## config.mk

```make
export PLATFORM = sky130hd
export DESIGN_NAME = seg7_msg_sched
export DESIGN_NICKNAME = d
export VERILOG_FILES = /design/src/rtl/seg7_msg_sched.sv
export SDC_FILE = /design/constraint.sdc
export NUM_CORES = 1
export LEC_CHECK = 0
export ABC_AREA = 1
export CAP_MARGIN = 20
export CORE_UTILIZATION = 47
export CTS_BUF_LIST = sky130_fd_sc_hd__clkbuf_4 sky130_fd_sc_hd__clkbuf_8
export DETAILED_ROUTE_END_ITERATION = 10
export HOLD_SLACK_MARGIN = 0.12
export MAX_ROUTING_LAYER = met4
export PLACE_DENSITY = 0.82
export SYNTH_ARGS = -nofsm -noshare
export SYNTH_HDL_FRONTEND = slang
export SYNTH_SLANG_ARGS = --single-unit
```

## constraint.sdc

```tcl
create_clock -name clk -period 2.4 [get_ports clk]
set_clock_uncertainty 0.2 [all_clocks]
set_input_delay 0.24 -clock clk [delete_from_list [all_inputs] [get_ports clk]]
set_output_delay 0.24 -clock clk [all_outputs]
set_load 0.05 [all_outputs]
```

## src/rtl/seg7_msg_sched.sv

```systemverilog
// Display message scheduler. Three requesters share a four-digit seven-segment
// display. Grants are round-robin, each grant holds the display for a minimum dwell.
module seg7_msg_sched #(
    parameter logic [25:0] HOLD_CYC = 26'd50_000_000,
    parameter bit          LZB      = 1'b1
) (
    input  logic        clk,
    input  logic        rst_n,
    input  logic        clr,
    input  logic [2:0]  req,
    input  logic [15:0] val0,
    input  logic [15:0] val1,
    input  logic [15:0] val2,
    output logic [2:0]  gnt,
    output logic [1:0]  owner,
    output logic        busy,
    output logic [7:0]  lb_dn_code,
    output logic [7:0]  lb_up_code,
    output logic [7:0]  hb_dn_code,
    output logic [7:0]  hb_up_code,
    output logic [1:0]  dbg_state
);

    // Handshake: req[i] is a level held until gnt[i] pulses for one cycle;
    // a request is only taken in IDLE or OPEN with clr low, never during SHOW.
    typedef enum logic [1:0] {
        ST_IDLE = 2'd0,
        ST_SHOW = 2'd1,
        ST_OPEN = 2'd2
    } state_t;

    state_t      state;
    logic [1:0]  last;
    logic [25:0] cnt;

    logic [1:0]  start_idx;
    logic [1:0]  second_idx;
    logic [1:0]  third_idx;
    logic [1:0]  pick_idx;
    logic [15:0] pick_val;
    logic [31:0] dec_codes;
    logic        blank3;
    logic        blank2;
    logic        blank1;

    function automatic logic [1:0] next_idx(input logic [1:0] i);
        return (i == 2'd2) ? 2'd0 : i + 2'd1;
    endfunction

    function automatic logic [7:0] hex_seg(input logic [3:0] n);
        case (n)
            4'h0: return 8'hC0;
            4'h1: return 8'hF9;
            4'h2: return 8'hA4;
            4'h3: return 8'hB0;
            4'h4: return 8'h99;
            4'h5: return 8'h92;
            4'h6: return 8'h82;
            4'h7: return 8'hF8;
            4'h8: return 8'h80;
            4'h9: return 8'h90;
            4'hA: return 8'h88;
            4'hB: return 8'h83;
            4'hC: return 8'hC6;
            4'hD: return 8'hA1;
            4'hE: return 8'h86;
            default: return 8'h8E;
        endcase
    endfunction

    // Rotating priority: search starts just past the last owner.
    always_comb begin
        start_idx  = next_idx(last);
        second_idx = next_idx(start_idx);
        third_idx  = next_idx(second_idx);
        if (req[start_idx])
            pick_idx = start_idx;
        else if (req[second_idx])
            pick_idx = second_idx;
        else
            pick_idx = third_idx;
    end

    always_comb begin
        case (pick_idx)
            2'd0:    pick_val = val0;
            2'd1:    pick_val = val1;
            default: pick_val = val2;
        endcase
    end

    always_comb begin
        blank3    = LZB && (pick_val[15:12] == 4'h0);
        blank2    = blank3 && (pick_val[11:8] == 4'h0);
        blank1    = blank2 && (pick_val[7:4] == 4'h0);
        dec_codes = {blank3 ? 8'hFF : hex_seg(pick_val[15:12]),
                     blank2 ? 8'hFF : hex_seg(pick_val[11:8]),
                     blank1 ? 8'hFF : hex_seg(pick_val[7:4]),
                     hex_seg(pick_val[3:0])};
    end

    always_ff @(posedge clk or negedge rst_n) begin
        if (!rst_n) begin
            state      <= ST_IDLE;
            last       <= 2'd2;
            cnt        <= '0;
            gnt        <= '0;
            owner      <= 2'd3;
            busy       <= 1'b0;
            hb_up_code <= 8'hFF;
            hb_dn_code <= 8'hFF;
            lb_up_code <= 8'hFF;
            lb_dn_code <= 8'hFF;
        end else begin
            gnt <= '0;
            if (clr) begin
                state      <= ST_IDLE;
                cnt        <= '0;
                owner      <= 2'd3;
                busy       <= 1'b0;
                hb_up_code <= 8'hFF;
                hb_dn_code <= 8'hFF;
                lb_up_code <= 8'hFF;
                lb_dn_code <= 8'hFF;
            end else begin
                case (state)
                    ST_IDLE, ST_OPEN: begin
                        if (|req) begin
                            gnt   <= 3'b001 << pick_idx;
                            owner <= pick_idx;
                            last  <= pick_idx;
                            {hb_up_code, hb_dn_code, lb_up_code, lb_dn_code} <= dec_codes;
                            cnt   <= HOLD_CYC - 26'd1;
                            busy  <= 1'b1;
                            state <= ST_SHOW;
                        end
                    end
                    ST_SHOW: begin
                        // The edge that sees zero closes the dwell.
                        if (cnt == 26'd0) begin
                            state <= ST_OPEN;
                            busy  <= 1'b0;
                        end else begin
                            cnt <= cnt - 26'd1;
                        end
                    end
                    default: state <= ST_IDLE;
                endcase
            end
        end
    end

    assign dbg_state = state;

endmodule

```

==> flow_summary_export.csv <==
group,metric,value,unit
route,detail_route.drc_violations,0,
cts,cts_inserted_buffers,9,
die,start_util,49.2,%
run,cap_viol_max_count,0,
timing,worst_slew_margin_rel,65.4,%
critical_path,crit_path_start_kind,"register",
critical_path,path_class,"register to register",
global_routing,global_route.usage.met2,46.2,%
global_routing,grt_pass1_wl,24600,um
synth,list_of_most_frequent_post_synthesis_cells,"159 x sky130_fd_sc_hd__nand2_1, 99 x sky130_fd_sc_hd__nor2_1, 98 x sky130_fd_sc_hd__inv_1, 58 x sky130_fd_sc_hd__nand3_1, 39 x sky130_fd_sc_hd__o21ai_0",
critical_path,cp.required,2490,ps
timing,slew_viol_final,0,
critical_path,cp-end-kind,"register",
die,placement_rows,36,
global_routing,grt_use_met3,4.22,%
timing,fmaxAchievable,374,MHz
hold_path,min_path_type,"input pin to async pin",
layout,final_net_count,972,
timing,min_period_over_period,111,%
synth,seq_area_frac_synth,33.7,%
cts,worstSkewPairLatency,350,ps
timing,worst_pin_slew,518,ps
cts,clk_pin_slew,80,ps
global_routing,grt_pass1_vias,5235,
synth,post_synth_inst_count,715,
die,die_y,104,um
synth,asyncSetResetFlopFracSynth,100,%
die,num_io_pins,94,
critical_path,cp_data_arrival_time,2770,ps
layout,antennaDiodeCount,0,
power,maximum_vdd_drop,0.000896,V
synth,yosys.cell_types.count,38,
global_routing,grt_max_degree,65,
power,leakagePower,3.44,nW
die,fp.coreArea,0.00991,mm^2
cts,cts.root.buffer_cell,"sky130_fd_sc_hd__clkbuf_8",
run_status,run_status,"finished, violations left",
critical_path,worstPathMaxFanout,6,
timing,setup_viol,28,
timing,layout_min_cycle_time,2680,ps
route,drtAntennaViolNets,0,
layout,areaGrowthSynthToFinish,53.7,%
synth,synth-edff-count,0,
global_routing,use_met1,35.6,%
placed_design,io_buffer_count,89,
route,post_drt_wl_per_cell,16.1,um
synth,share_of_the_synthesized_area_in_the_top_cell_type,16.9,%
route,route.detailed.vias_per_inst,5.52,
route,drt_wl_total,16600,um
layout,num-fill-cells,672,
cts,clockBufferDepth,2,
cts,cts_num_sinks,64,
layout,final_util,75.6,%
placed_design,globalplace.congestion,0.988,
power,power.density,1100,mW/mm^2
timing,grt_setup_unrepaired,"yes",
synth,netlist_area,0.00487,mm^2
layout,post_route_cells_drive_above_1_share,32.6,%
timing,final.setup.tns,-4450,ps
synth,synth.ff_latch_count,64,
synth,yosys.area.top_type,"sky130_fd_sc_hd__dfrtp_1",
global_routing,grt_most_used_layer,"met2",
global_routing,grt_antenna_before_repair,0,
cts,cts_tree,"built",
cts,cts_max_level,3,
placed_design,dpl-instance-area,0.00640,mm^2
global_routing,grt_use_total,28.9,%
route,routed-via-count,5701,
synth,yosys-top-cells-area,"sky130_fd_sc_hd__dfrtp_1 17%, sky130_fd_sc_hd__dfstp_2 17%, sky130_fd_sc_hd__nand2_1 12%",
die,fp.dieArea,0.0108,mm^2
timing,setup_slack,-275,ps
layout,fin_area,0.00749,mm^2
die,die_width,104,um
run_status,failed_checks,"setup timing",
placed_design,place.detailed.hpwl,10700,um
route,first_pass_iters,5,
synth,avgSynthCellArea,6.81,um^2
synth,post-synth-top-count-cell,"sky130_fd_sc_hd__nand2_1",
synth,dominantRegCellSynth,"sky130_fd_sc_hd__dfrtp_1",
global_routing,grt_overflow,0,
synth,yosys_warnings,0,
power,post-layout-total-power,8.25,mW
route,drt_iter0_markers,445,
timing,timing.final.hold_violations,0,
state kept, by name (all words and copies together), names as in the netlist:
register	cells
cnt	26
hb_dn_code	7
hb_up_code	7
lb_dn_code	7
lb_up_code	7
gnt	3
dbg_state	2
last	2
owner	2
busy	1
cells in the final DEF (no fill, tap or decap), types with 10 or more instances in the layout:
| cell | count |
|---|---|
| sky130_fd_sc_hd__dfrtp_1 | 33 |
| sky130_fd_sc_hd__clkbuf_8 | 10 |
| sky130_fd_sc_hd__nor2_1 | 84 |
| sky130_fd_sc_hd__o21ai_0 | 30 |
| sky130_fd_sc_hd__nand2_1 | 139 |
| sky130_fd_sc_hd__a21oi_1 | 17 |
| sky130_fd_sc_hd__nand3_2 | 13 |
| sky130_fd_sc_hd__inv_1 | 81 |
| sky130_fd_sc_hd__nand2_2 | 21 |
| sky130_fd_sc_hd__nor3_1 | 13 |
| sky130_fd_sc_hd__inv_2 | 23 |
| sky130_fd_sc_hd__nand3_1 | 44 |
| sky130_fd_sc_hd__nor2_4 | 18 |
| sky130_fd_sc_hd__dfstp_2 | 31 |
| sky130_fd_sc_hd__o21ai_1 | 29 |
| sky130_fd_sc_hd__nor2_2 | 10 |
| sky130_fd_sc_hd__clkdlybuf4s50_1 | 88 |
| sky130_fd_sc_hd__xor2_1 | 12 |
| sky130_fd_sc_hd__buf_4 | 75 |
| sky130_fd_sc_hd__ha_4 | 12 |
| sky130_fd_sc_hd__buf_6 | 12 |
worst paths after layout:
check	cells past startpoint	startpoint	to	slack (ps)
max	17	last[1]	hb_dn_code[5]	-280
max in group asynchronous	3	rst_n	hb_up_code[6]	1430
min in group clk	2	hb_dn_code[5]	hb_dn_code[5]	270
min	3	rst_n	cnt[19]	230
min reg2reg	2	hb_dn_code[5]	hb_dn_code[5]	270
max reg2reg	17	last[1]	hb_dn_code[5]	-280
kinds of logic after synthesis:
kind of cell	after synthesis	share of synthesized area, %
xor gates and xnor gates	12	2.16
AOI/OAI and AO/OA	105	11.8
other	1	0.0770
adders and majority gates	24	6.16
and+or+nand+nor	380	35.3
DFF	64	33.7
buffers and inverters	129	10.8
repair_timing:
item,in CTS,in global routing
resized for setup,54,101
hold buffers,1,0
endpoints found under the hold margin,64,0
setup endpoints to repair,28,50
pin swaps,21,56
buffers inserted,13,15
cloned,0,3
metrics by stage:
step,hold slack [ps],worst slack [ps],std cells
2_1_floorplan,-256,-15.4,718
3_3_place_gp,76.9,-360,985
3_5_place_dp,85.4,-448,985
4_1_cts,239,-150,1014
5_1_grt,267,-387,1032
6_report,231,-275,1032
power breakdown:
| part | switching, mW | internal (mW) |
|---|---|---|
| Sequential | 0.214 | 1.54 |
| Combinational | 3.34 | 2.18 |
| Clock | 0.459 | 0.518 |
| Total | 4.01 | 4.24 |
final cells by class:
| cell class | instances | area [um^2] | share of cell area, % |
|---|---|---|---|
| multi-input combinational | 525 | 3280 | 43.8 |
| timing repair buffer | 186 | 1780 | 23.8 |
| sequential | 64 | 1640 | 21.9 |
| inverter | 108 | 414 | 5.53 |
| tap | 133 | 166 | 2.22 |
| clock buffer | 11 | 145 | 1.94 |
| clock inverter | 5 | 56.3 | 0.752 |
per-layer routing:
metal	wire length, um	vias up
met1	6460	2650
met5	0	-
met3	1120	105
li1	-	2635
met4	850	0
met2	8210	311
worst max-delay path: stages (launching register included):
cell and delay [ps]:
sky130_fd_sc_hd__dfstp_2 600, sky130_fd_sc_hd__nor2_4 80, sky130_fd_sc_hd__nand2_1 80, sky130_fd_sc_hd__nand2_2 90
sky130_fd_sc_hd__nand2_2 90, sky130_fd_sc_hd__nand2_4 90, sky130_fd_sc_hd__buf_12 150, sky130_fd_sc_hd__nand2_1 70
sky130_fd_sc_hd__nand2_2 90, sky130_fd_sc_hd__a21oi_4 220, sky130_fd_sc_hd__inv_2 90, sky130_fd_sc_hd__ha_2 220
sky130_fd_sc_hd__nand3_2 80, sky130_fd_sc_hd__o21ai_1 80, sky130_fd_sc_hd__a21oi_1 200, sky130_fd_sc_hd__nand2_1 80
sky130_fd_sc_hd__nand2_1 60, sky130_fd_sc_hd__nand2_1 40
Note: power is estimated with default switching activity, not from simulation.
